### src/rtl/mem_arbiter.sv
// mem_arbiter: shares one single-ported, fixed-latency memory between an
// instruction-fetch requester (I, reads only) and a data-access requester (D).
// Each transaction runs IDLE -> GRANT -> WAIT* -> RESP -> IDLE.
// Optional feature macro ARB_ROUND_ROBIN_EN: when defined, a simultaneous
// I/D request is won by the side that did not own the previous transaction.
// When undefined, D always beats I.
module mem_arbiter #(
  parameter int unsigned LATENCY = 4,
  parameter int unsigned ADDR_W  = 16,
  parameter int unsigned DATA_W  = 16
) (
  input  logic              clk,
  input  logic              rst_n,
  input  logic              i_req,
  input  logic [ADDR_W-1:0] i_addr,
  output logic              i_gnt,
  output logic              i_valid,
  output logic [DATA_W-1:0] i_rdata,
  input  logic              d_req,
  input  logic              d_wr,
  input  logic [ADDR_W-1:0] d_addr,
  input  logic [DATA_W-1:0] d_wdata,
  output logic              d_gnt,
  output logic              d_valid,
  output logic [DATA_W-1:0] d_rdata,
  output logic              mem_en,
  output logic              mem_wr,
  output logic [ADDR_W-1:0] mem_addr,
  output logic [DATA_W-1:0] mem_wdata,
  input  logic [DATA_W-1:0] mem_rdata,
  output logic              busy
);

  localparam int unsigned      CNT_W    = 4;
  localparam logic [CNT_W-1:0] CNT_LOAD = CNT_W'(LATENCY - 1);
  localparam logic [CNT_W-1:0] CNT_ONE  = CNT_W'(1);

  typedef enum logic [1:0] {
    S_IDLE  = 2'd0,
    S_GRANT = 2'd1,
    S_WAIT  = 2'd2,
    S_RESP  = 2'd3
  } state_t;

  state_t            state, state_nxt;
  logic [CNT_W-1:0]  cnt, cnt_nxt;
  logic              owner_d, owner_d_nxt;  // 1 = D owns the transaction, 0 = I
  logic              wr, wr_nxt;
  logic [ADDR_W-1:0] addr_nxt;
  logic [DATA_W-1:0] wdata_nxt;
  logic              pick_d;

  // Arbitration: which side wins if a request is accepted this cycle
  always_comb begin
`ifdef ARB_ROUND_ROBIN_EN
    pick_d = d_req & (~i_req | ~owner_d);
`else
    pick_d = d_req;
`endif
  end

  // Next-state, counter and transaction latch logic
  always_comb begin
    state_nxt   = state;
    cnt_nxt     = cnt;
    owner_d_nxt = owner_d;
    wr_nxt      = wr;
    addr_nxt    = mem_addr;
    wdata_nxt   = mem_wdata;
    case (state)
      S_IDLE: begin
        if (i_req | d_req) begin
          state_nxt   = S_GRANT;
          owner_d_nxt = pick_d;
          wr_nxt      = pick_d & d_wr;
          addr_nxt    = pick_d ? d_addr : i_addr;
          wdata_nxt   = pick_d ? d_wdata : '0;
        end
      end
      S_GRANT: begin
        cnt_nxt   = CNT_LOAD;
        state_nxt = (LATENCY == 1) ? S_RESP : S_WAIT;
      end
      S_WAIT: begin
        cnt_nxt = cnt - CNT_ONE;
        if (cnt == CNT_ONE) state_nxt = S_RESP;
      end
      S_RESP: begin
        state_nxt = S_IDLE;
      end
      default: begin
        state_nxt = S_IDLE;
      end
    endcase
  end

  // State, counter and latched transaction registers
  always_ff @(posedge clk or negedge rst_n) begin
    if (!rst_n) begin
      state     <= S_IDLE;
      cnt       <= '0;
      owner_d   <= 1'b0;
      wr        <= 1'b0;
      mem_addr  <= '0;
      mem_wdata <= '0;
    end else begin
      state     <= state_nxt;
      cnt       <= cnt_nxt;
      owner_d   <= owner_d_nxt;
      wr        <= wr_nxt;
      mem_addr  <= addr_nxt;
      mem_wdata <= wdata_nxt;
    end
  end

  // Registered control outputs, decoded from the state being entered
  always_ff @(posedge clk or negedge rst_n) begin
    if (!rst_n) begin
      i_gnt   <= 1'b0;
      d_gnt   <= 1'b0;
      i_valid <= 1'b0;
      d_valid <= 1'b0;
      mem_en  <= 1'b0;
      mem_wr  <= 1'b0;
      busy    <= 1'b0;
    end else begin
      i_gnt   <= (state_nxt == S_GRANT) & ~owner_d_nxt;
      d_gnt   <= (state_nxt == S_GRANT) & owner_d_nxt;
      i_valid <= (state_nxt == S_RESP) & ~owner_d_nxt;
      d_valid <= (state_nxt == S_RESP) & owner_d_nxt;
      mem_en  <= (state_nxt == S_GRANT);
      mem_wr  <= (state_nxt == S_GRANT) & owner_d_nxt & wr_nxt;
      busy    <= (state_nxt != S_IDLE);
    end
  end

  // Read data passes straight through to the owner during its RESP cycle
  always_comb begin
    i_rdata = i_valid ? mem_rdata : '0;
    d_rdata = (d_valid & ~wr) ? mem_rdata : '0;
  end

endmodule

### config.mk
export PLATFORM = sky130hd
export DESIGN_NAME = mem_arbiter
export DESIGN_NICKNAME = d
export VERILOG_FILES = /design/src/rtl/mem_arbiter.sv
export SDC_FILE = /design/constraint.sdc
export NUM_CORES = 1
export LEC_CHECK = 0
export ABC_AREA = 1
export BUFFER_PORTS_ARGS = -buffer_cell sky130_fd_sc_hd__buf_2
export CAP_MARGIN = 20
export CORE_MARGIN = 1.5
export CORE_UTILIZATION = 41
export CTS_BUF_LIST = sky130_fd_sc_hd__clkbuf_2
export CTS_CLUSTER_SIZE = 40
export DETAILED_ROUTE_END_ITERATION = 12
export PLACE_DENSITY = 0.79
export SYNTH_ARGS = -nofsm -noshare
export SYNTH_HDL_FRONTEND = slang
export SYNTH_SLANG_ARGS = --single-unit
export TNS_END_PERCENT = 50
### constraint.sdc
create_clock -name clk -period 1.3 [get_ports clk]
set_input_delay 0.195 -clock clk [delete_from_list [all_inputs] [get_ports clk]]
set_output_delay 0.195 -clock clk [all_outputs]
set_load 0.05 [all_outputs]
==> impl_metrics.env, run 1 <==
export IMPL_whs_ps=40.2
export IMPL_hold_violations=0
export IMPL_met2_usage_pct=42.3
export IMPL_grt_busiest_layer="met2"
export IMPL_violations="setup timing"
export IMPL_drc=0
export IMPL_cts_made_buffers=5
export IMPL_io_pins=140
export IMPL_grt_max_degree=27
export IMPL_nNetsFinal=524
export IMPL_worstPathRequired_ps=1110
export IMPL_clk_path_buf_depth=2
export IMPL_crit_chain="buf_12 -> nand2_2 -> clkinvlp_4 -> buf_6"
export IMPL_crit_start="i_valid$_DFF_PN0_"
export IMPL_final_fill_count=342
export IMPL_track_usage_pct=21.8
export IMPL_numClockSinks=47
export IMPL_crit_type="flip-flop to output pin"
export IMPL_cp_max_fo=9
export IMPL_setup_viol=35
export IMPL_die_y_um=78.9
export IMPL_critPathCaptureType="output pin"
export IMPL_cp_top_family="flip-flops"
export IMPL_syn_inst=274
export IMPL_ys_seq_elements=47
export IMPL_clock_fmax_mhz=612
export IMPL_start_util_pct=42.6
export IMPL_placed_cell_area_um2=3380
export IMPL_syn_to_final_growth_pct=83.9
export IMPL_viasPerCell=4.74
export IMPL_worst_pin_slew_ps=461
export IMPL_clock_skew_ps=21.6
export IMPL_critPathLaunchType="flip-flop"
export IMPL_fin_crit_sh_pct=126
export IMPL_routedWlPerCell_um=14.3
export IMPL_slowest_stage="dfrtp_4"
export IMPL_max_cap_violations=0
export IMPL_vdd_drop_max_v=0.00187
export IMPL_worst_path_buf_inv=3
export IMPL_slowest_delay_ps=540
export IMPL_clkLatencyLatePin_ps=410
export IMPL_powerDensity_nw_per_um2=2460
export IMPL_hpwlAfterDp_um=4410
export IMPL_grtUsageMet3_pct=4.71
export IMPL_io_buffers=139
export IMPL_syn_num_nets=348
export IMPL_wirelength_um=7460
export IMPL_p_leak_nw=2.27
export IMPL_tritoncts="built"
export IMPL_num_antenna_cells=0
export IMPL_via_count=2480
export IMPL_htreeDepth=2
export IMPL_num_rows=27
export IMPL_hold_start="i_addr[2]"
export IMPL_grt_pass1_wl_um=10700
export IMPL_yosys_warnings=0
export IMPL_grt_setup_unrepaired="true"
export IMPL_finalWeightedCongestion=0.773
export IMPL_die_w_um=78.9
export IMPL_grt_pass1_vias=2398
export IMPL_worstReg2RegStart="state[0]$_DFF_PN0_"
export IMPL_layout_min_cycle_time_ps=1630
export IMPL_syn_area_um2=2360
export IMPL_design_core_area_um2=5540
export IMPL_final_antenna_net_count=0
export IMPL_cts_root_buf="clkbuf_2"
export IMPL_antenna_found_initial=0
export IMPL_dieArea_um2=6220
export IMPL_met1_usage_pct=24.5
export IMPL_drt_iter0_markers=73
export IMPL_synth_avg_cell_area_um2=8.61
export IMPL_slew_headroom_pct=69.3
export IMPL_maxSlewViolCount=0
export IMPL_grt_ovfl_total=0
export IMPL_timing_final_ws_setup_ps=-333
export IMPL_hold_path_class="primary input to flip-flop"
export IMPL_dr_pass1_iters=4
export IMPL_seq_area_frac_synth_pct=49.8
export IMPL_arrival_ps=1440
export IMPL_clkTransAtPathRegs_ps=250
export IMPL_tns_ps=-9700
export IMPL_status="complete, but fails checks"
export IMPL_stdcell_area_um2=4340
export IMPL_ys_types=25
export IMPL_drive_gt1_share_pct=57.4
power by group:
part	total (mW)	switching, mW	internal [mW]
logic	7.45	4.60	2.86
registers	2.62	0.510	2.10
clock network	0.604	0.466	0.137
routing by layer:
layer	vias up	share of wire, %
met5	-	0
met4	0	2.3
met3	18	6.0
met2	92	54
met1	1167	38
li1	1203	-
cell usage after synthesis:
cell type  instances  share of area [%]
o21ai_0           23                4.9
nor3b_1            1               0.32
dfrtp_1           47                 50
nand2_1           48                7.6
buf_6              4                1.9
o21ai_2           11                4.1
nand2_4            1               0.48
buf_12             1               0.85
nor2_4             1               0.48
a31oi_1            1               0.27
nand2_2           11                2.9
inv_2              3               0.48
ha_1               5                2.7
a21oi_1            2               0.42
nand3_1            2               0.42
a21boi_1           1               0.32
nand3_2            1               0.42
nor2_1            27                4.3
a22o_1            16                5.9
nor3_1             1               0.21
inv_1             58                9.2
and3_1             1               0.27
buf_2              5                1.1
buf_4              1               0.32
clkbuf_1           2               0.32
cell families after synthesis:
| logic type | synth area share (%) |
|---|---|
| flops | 49.8 |
| compound gates | 15.9 |
| simple gates | 17.4 |
| fa+ha+maj | 2.65 |
| buf+inv | 14.2 |
sequential cells by signal, indices dropped and copies added (netlist names), 2 cells and up:
signal     cells
state          2
mem_wdata     16
cnt            4
mem_addr      16
cell type report:
| class | instances | area, um2 | area share [%] |
|---|---|---|---|
| flip-flops and latches | 47 | 1180 | 27.2 |
| repair buffers | 181 | 1590 | 36.6 |
| clock buffers | 6 | 30.0 | 0.692 |
| clock inverters | 2 | 12.5 | 0.288 |
| multi-input cells | 154 | 1170 | 26.9 |
| inverters | 61 | 274 | 6.31 |
| well taps | 72 | 90.1 | 2.08 |
final timing paths:
check,slack (ps),endpoint,depth (start not counted)
setup / recovery,-330,i_rdata[13],4
hold / removal,40,mem_addr[2]$_DFFE_PN0P_,3
setup reg to reg,0,mem_wdata[6]$_DFFE_PN0P_,6
hold reg to reg,520,mem_addr[14]$_DFFE_PN0P_,2
max in group asynchronous,580,mem_addr[13]$_DFFE_PN0P_,3
min in group asynchronous,240,owner_d$_DFF_PN0_,2
per-stage QoR:
| step | total power [mW] | std cells | setup WS, ps | utilization [%] |
|---|---|---|---|---|
| after floorplan | 6.82 | 274 | -31.6 | - |
| after global placement | 8.04 | 485 | 24.2 | 60.9 |
| after detailed placement | 8.16 | 485 | -9.63 | 60.9 |
| after CTS | 9.47 | 516 | -334 | 71.3 |
| after global routing | 11.2 | 523 | -405 | 78.3 |
| final | 10.7 | 523 | -333 | 78.3 |
worst reg2reg max path, delay by kind of cell, from the launching register on:
kind / cells / cell delay, ps
fa+ha+maj: 1 / 200
flops: 1 / 430
simple gates: 1 / 100
buf+inv: 3 / 270
compound gates: 1 / 230
repair_timing:
action | in CTS | in global routing
cloned | 1 | 1
endpoints found under the hold margin | 34 | 0
hold buffers | 17 | 0
pin swaps | 3 | 11
endpoints found under the setup margin | 69 | 97
setup buffers | 5 | 7
resized for setup | 98 | 106
cell usage in the layout (no fill, tap or decap), drive strengths merged:
master	count
inv	51
nor3	1
a31oi	1
a21boi	1
clkinvlp	11
ha	5
dfrtp	47
nor3b	1
dlygate4sd3	17
nand2	61
nand3	3
nor2	28
and3	1
clkinv	1
o21ai	34
a22o	16
a21oi	2
buf	159
clkbuf	11
Power figures use the tool's default switching activity.
==> run 2: changes to the inputs <==
- RECOVER_POWER: default -> 50
==> impl_metrics.env, run 2 (synthesis gave the netlist of run 1 again) <==
export IMPL_final_common_cell="buf_2"
export IMPL_min_to="mem_addr[2]$_DFFE_PN0P_"
export IMPL_max_cap_violations=0
export IMPL_io_buffers=139
export IMPL_multi_input_area_um2=1170
export IMPL_grt_max_degree=27
export IMPL_die_w_um=78.9
export IMPL_worstPathRequired_ps=1110
export IMPL_die_y_um=78.9
export IMPL_htreeDepth=2
export IMPL_maxSlewViolCount=0
export IMPL_seqCellArea_um2=1180
export IMPL_drc=0
export IMPL_r2r_slack_ps=-10
export IMPL_placedCellCount=485
export IMPL_worst_path_buf_inv=3
export IMPL_vdd_drop_max_v=0.00187
export IMPL_clk_path_buf_depth=2
export IMPL_cp_max_fo=9
export IMPL_critical_path_depth=4
export IMPL_clkLatencyLatePin_ps=410
export IMPL_cts_made_buffers=5
export IMPL_hpwlAfterDp_um=4410
export IMPL_slowest_stage="dfrtp_4"
export IMPL_grt_setup_unrepaired="true"
export IMPL_status="complete, but fails checks"
export IMPL_syn_to_final_growth_pct=83.3
export IMPL_dr_pass1_iters=4
export IMPL_viasPerCell=4.75
export IMPL_fin_crit_sh_pct=126
export IMPL_tritoncts="built"
export IMPL_num_antenna_cells=0
export IMPL_start_util_pct=42.6
export IMPL_stdcell_count=523
export IMPL_track_usage_pct=21.8
export IMPL_tns_ps=-9710
export IMPL_slowest_delay_ps=540
export IMPL_fin_total_pwr_mw=10.7
export IMPL_design_core_area_um2=5540
export IMPL_worst_pin_slew_ps=520
export IMPL_setup_viol=35
export IMPL_dieArea_um2=6220
export IMPL_violations="setup timing"
export IMPL_powerDensity_nw_per_um2=2470
export IMPL_final_fill_count=344
export IMPL_via_count=2484
export IMPL_layout_min_cycle_time_ps=1630
export IMPL_routedWlPerCell_um=14.3
export IMPL_io_pins=140
export IMPL_whs_ps=39.8
export IMPL_wirelength_um=7450
export IMPL_worstReg2RegStart="state[0]$_DFF_PN0_"
export IMPL_r2r_end="mem_wdata[6]$_DFFE_PN0P_"
export IMPL_grt_ovfl_total=0
export IMPL_holdPathStages=3
export IMPL_numClockSinks=47
export IMPL_finalWeightedCongestion=0.773
export IMPL_clock_fmax_mhz=612
export IMPL_hold_start="i_addr[2]"
export IMPL_reg2regPathDepth=6
export IMPL_antenna_found_initial=0
export IMPL_clock_skew_ps=22.1
export IMPL_hold_violations=0
export IMPL_largestRegisters="mem_addr x16, mem_wdata x16, cnt x4"
export IMPL_num_rows=27
export IMPL_arrival_ps=1440
export IMPL_nNetsFinal=524
export IMPL_p_leak_nw=2.26
export IMPL_cp_top_family="flip-flops"
export IMPL_crit_type="flip-flop to output pin"
export IMPL_timing_final_ws_setup_ps=-334
export IMPL_drt_iter0_markers=73
export IMPL_critPathLaunchType="flip-flop"
export IMPL_grt_pass1_vias=2398
export IMPL_layout_common_cells="buf_2 (70), buf_6 (46), dfrtp_1 (45)"
export IMPL_slew_headroom_pct=65.4
export IMPL_final_antenna_net_count=0
export IMPL_drive_gt1_share_pct=57.4
export IMPL_grt_pass1_wl_um=10700
export IMPL_crit_chain="buf_12 -> nand2_2 -> clkinvlp_4 -> buf_6"
export IMPL_clkTransAtPathRegs_ps=250
export IMPL_critPathCaptureType="output pin"
export IMPL_cts_root_buf="clkbuf_2"
export IMPL_hold_path_class="primary input to flip-flop"
## run 2: timing repair
item	CTS	global route
hold buffers	17	0
hold endpoints to repair	34	0
pin swaps	3	11
setup buffers	5	7
gates resized for setup	98	106
gates cloned	1	1
setup endpoints to repair	69	97
## run 2: stage by stage
| step | utilization [%] | cell area [um2] | worst slack [ps] |
|---|---|---|---|
| after CTS | 71.3 | 3950 | -334 |
| after global placement | 60.9 | 3380 | 24.2 |
| after detailed placement | 60.9 | 3380 | -9.63 |
| after floorplan | - | 2560 | -31.6 |
| final | 78.1 | 4330 | -334 |
| after global routing | 78.1 | 4330 | -405 |
## run 2: worst register-to-register path, stage by stage (launching register included)
cell and delay (ps):
dfrtp_1 430, inv_2 90, ha_4 200, nand2_4 100, inv_6 50, buf_4 130, a22o_1 230
## run 2: layout make-up
| type | count | area share [%] |
|---|---|---|
| Timing Repair Buffer | 181 | 36.3 |
| Tap cell | 72 | 2.08 |
| Clock buffer | 6 | 0.694 |
| Clock inverter | 2 | 0.289 |
| Multi-Input combinational cell | 154 | 27.0 |
| Sequential cell | 47 | 27.3 |
| Inverter | 61 | 6.33 |
## run 2: how the worst max path moves through the flow
stage / start / slack [ps] / endpoint
6_report: i_valid$_DFF_PN0_ / -330 / i_rdata[13]
5_1_grt: i_valid$_DFF_PN0_ / -410 / i_rdata[13]
4_1_cts: i_valid$_DFF_PN0_ / -330 / i_rdata[7]
3_5_place_dp: state[1]$_DFF_PN0_ / -10 / cnt[3]$_DFFE_PN0P_
3_3_place_gp: state[0]$_DFF_PN0_ / 20 / mem_wr$_DFF_PN0_
2_1_floorplan: i_valid$_DFF_PN0_ / -30 / i_rdata[10]
## run 2: report_power, final
part	switching, mW	leakage (nW)	internal [mW]
Clock	0.467	0.0290	0.137
Sequential	0.511	0.586	2.10
Combinational	4.60	1.65	2.85
Total	5.57	2.26	5.09
## run 2: routing by layer
metal  wire length, um  GRT usage, %  vias up
met1              2810          24.5     1172
li1                  -             -     1203
met3               443          4.71       18
met4               173          4.21        0
met2              4030          42.3       91
met5                 0             0        -
==> run 3: changes to the inputs <==
- ABC_AREA: 1 -> default
- CORE_UTILIZATION: 41 -> 40
==> impl_metrics.env, run 3 <==
export IMPL_utilization_pct=81.5
export IMPL_syn_to_final_growth_pct=93.3
export IMPL_final_fill_count=274
export IMPL_largestRegisters="mem_addr x16, mem_wdata x16, cnt x4"
export IMPL_timing_final_ws_setup_ps=-379
export IMPL_status="complete, but fails checks"
export IMPL_design_core_area_um2=5200
export IMPL_grt_ovfl_total=0
export IMPL_synth_flop_cell="dfrtp_1"
export IMPL_yosys_area_top_type="dfrtp_1"
export IMPL_cts_root_buf="clkbuf_2"
export IMPL_hold_path_class="primary input to flip-flop"
export IMPL_final_antenna_net_count=0
export IMPL_synth_enable_flop_cells=0
export IMPL_num_antenna_cells=0
export IMPL_p_leak_nw=2.18
export IMPL_die_w_um=77.1
export IMPL_seqCellArea_um2=1180
export IMPL_viasPerCell=5.25
export IMPL_via_count=2411
export IMPL_grt_max_degree=48
export IMPL_hold_violations=0
export IMPL_clock_fmax_mhz=596
export IMPL_grt_pass1_vias=2033
export IMPL_dieArea_um2=5940
export IMPL_final_common_cell="buf_2"
export IMPL_slew_headroom_pct=57.7
export IMPL_htreeDepth=2
export IMPL_numClockSinks=47
export IMPL_synth_avg_cell_area_um2=11.0
export IMPL_layout_common_cells="buf_2 (72), dfrtp_1 (45), buf_4 (40)"
export IMPL_dr_pass1_iters=4
export IMPL_critPathCaptureType="output pin"
export IMPL_hpwlAfterDp_um=4150
export IMPL_tritoncts="built"
export IMPL_tns_ps=-12330
export IMPL_seq_area_frac_synth_pct=53.6
export IMPL_finalWeightedCongestion=0.719
export IMPL_yosys_warnings=0
export IMPL_io_buffers=139
export IMPL_io_pins=140
export IMPL_drt_iter0_markers=143
export IMPL_track_usage_pct=21.9
export IMPL_max_cap_violations=0
export IMPL_grt_pass1_wl_um=10100
export IMPL_num_rows=26
export IMPL_antenna_found_initial=0
export IMPL_ys_seq_elements=47
export IMPL_worst_pin_slew_ps=635
export IMPL_drc=0
export IMPL_clkTransAtPathRegs_ps=230
export IMPL_setup_viol=70
export IMPL_synthDominantCellAreaShare_pct=53.6
export IMPL_yosys_top_cells_count="dfrtp_1 (47), and2_1 (33), mux2i_1 (18), nand2_1 (18), a22o_1 (17)"
export IMPL_critPathLaunchType="flip-flop"
export IMPL_powerDensity_nw_per_um2=2830
export IMPL_layout_min_cycle_time_ps=1680
export IMPL_cp_max_fo=16
export IMPL_synth_top_cells_by_area="dfrtp_1 (54%), and2_1 (9.4%), mux2i_1 (8.2%)"
export IMPL_ys_types=28
export IMPL_crit_type="flip-flop to output pin"
export IMPL_async_flop_share_pct=100
export IMPL_vdd_drop_max_v=0.00154
export IMPL_maxSlewViolCount=0
export IMPL_violations="setup timing"
export IMPL_multi_input_area_um2=1170
export IMPL_syn_area_um2=2190
export IMPL_syn_num_nets=273
export IMPL_syn_inst=199
export IMPL_die_y_um=77.1
export IMPL_grt_setup_unrepaired="true"
export IMPL_synth_most_common_cell="dfrtp_1"
export IMPL_start_util_pct=42.1
export IMPL_worstPathRequired_ps=1110
export IMPL_arrival_ps=1480
export IMPL_wirelength_um=8780
export IMPL_nNetsFinal=463
export IMPL_drive_gt1_share_pct=64.0
export IMPL_routedWlPerCell_um=19.1
export IMPL_clk_path_buf_depth=2
export IMPL_clkLatencyLatePin_ps=400
export IMPL_whs_ps=15.9
export IMPL_cts_made_buffers=5
export IMPL_fin_crit_sh_pct=129
export IMPL_clock_skew_ps=19.5
run 3: changes by cell type after synthesis, sizes merged, moves of 3 or more:
cell | before | now
and2 | 0 | 34
buf | 11 | 7
clkbuf | 2 | 5
inv | 61 | 7
mux2i | 0 | 18
nand2 | 60 | 18
nand3 | 3 | 0
nor2 | 28 | 3
nor3 | 1 | 4
o21ai | 34 | 18
run 3: logic make-up (layout without fill, tap and decap cells):
logic type,count (synthesis),in the layout,synth area share (%)
fa+ha+maj,5,5,2.85
compound gates,43,44,14.4
flops,47,47,53.6
mux,18,18,8.21
buf+inv,19,208,3.88
simple gates,67,67,17.0
run 3: through the flow:
| stage | power [mW] | instances | setup WS (ps) | area (um2) |
|---|---|---|---|---|
| 2_1_floorplan | 7.00 | 199 | -154 | 2290 |
| 3_3_place_gp | 8.53 | 418 | -182 | 3180 |
| 3_5_place_dp | 8.63 | 418 | -259 | 3180 |
| 4_1_cts | 10.0 | 438 | -340 | 3690 |
| 5_1_grt | 12.5 | 459 | -461 | 4240 |
| 6_report | 12.0 | 459 | -379 | 4240 |
run 3: area by class of cell:
cell class	instances	area share, %
Multi-Input combinational cell	134	27.5
Sequential cell	47	27.8
Tap cell	70	2.07
Timing Repair Buffer	194	41.2
Clock buffer	5	0.590
Inverter	7	0.620
Clock inverter	2	0.207
run 3: routing by layer:
| metal | up-vias | wire (um) | track usage [%] |
|---|---|---|---|
| li1 | 1072 | - | - |
| met1 | 1163 | 3100 | 24.7 |
| met2 | 153 | 4870 | 39.8 |
| met3 | 23 | 603 | 5.48 |
| met4 | 0 | 206 | 8.18 |
| met5 | - | 0 | 0 |
run 3: worst max-delay path, stage by stage, from the launching register on:
cell,delay (ps)
dfrtp_2,460
nor2b_4,130
buf_12,140
and2_2,200
buf_8,150
run 3: timing repair:
item                                    4_1_cts  5_1_grt
endpoints found under the setup margin       61      110
cloned                                        0        8
resized for setup                           118      109
hold buffers                                  7        7
buffers inserted                              6        7
endpoints found under the hold margin        53        7
pin swaps                                    32       10
run 3: final timing paths:
| kind | slack (ps) | cells past startpoint | end | from |
|---|---|---|---|---|
| worst max register to register | -340 | 5 | d_valid$_DFF_PN0_ | cnt[1]$_DFFE_PN0P_ |
| worst max-delay path | -380 | 4 | d_rdata[4] | d_valid$_DFF_PN0_ |
| worst min-delay path | 20 | 2 | mem_wdata[15]$_DFFE_PN0P_ | d_wdata[15] |
| max in group asynchronous | 430 | 3 | i_valid$_DFF_PN0_ | rst_n |
| worst min register to register | 520 | 2 | mem_addr[13]$_DFFE_PN0P_ | mem_addr[13]$_DFFE_PN0P_ |
| min in group asynchronous | 390 | 3 | mem_addr[4]$_DFFE_PN0P_ | rst_n |
run 3: where the power goes:
group / total (mW) / switching (mW) / internal, mW
registers: 2.56 / 0.454 / 2.11
clock network: 0.561 / 0.447 / 0.114
logic: 8.89 / 5.11 / 3.78
total: 12.0 / 6.01 / 6.01
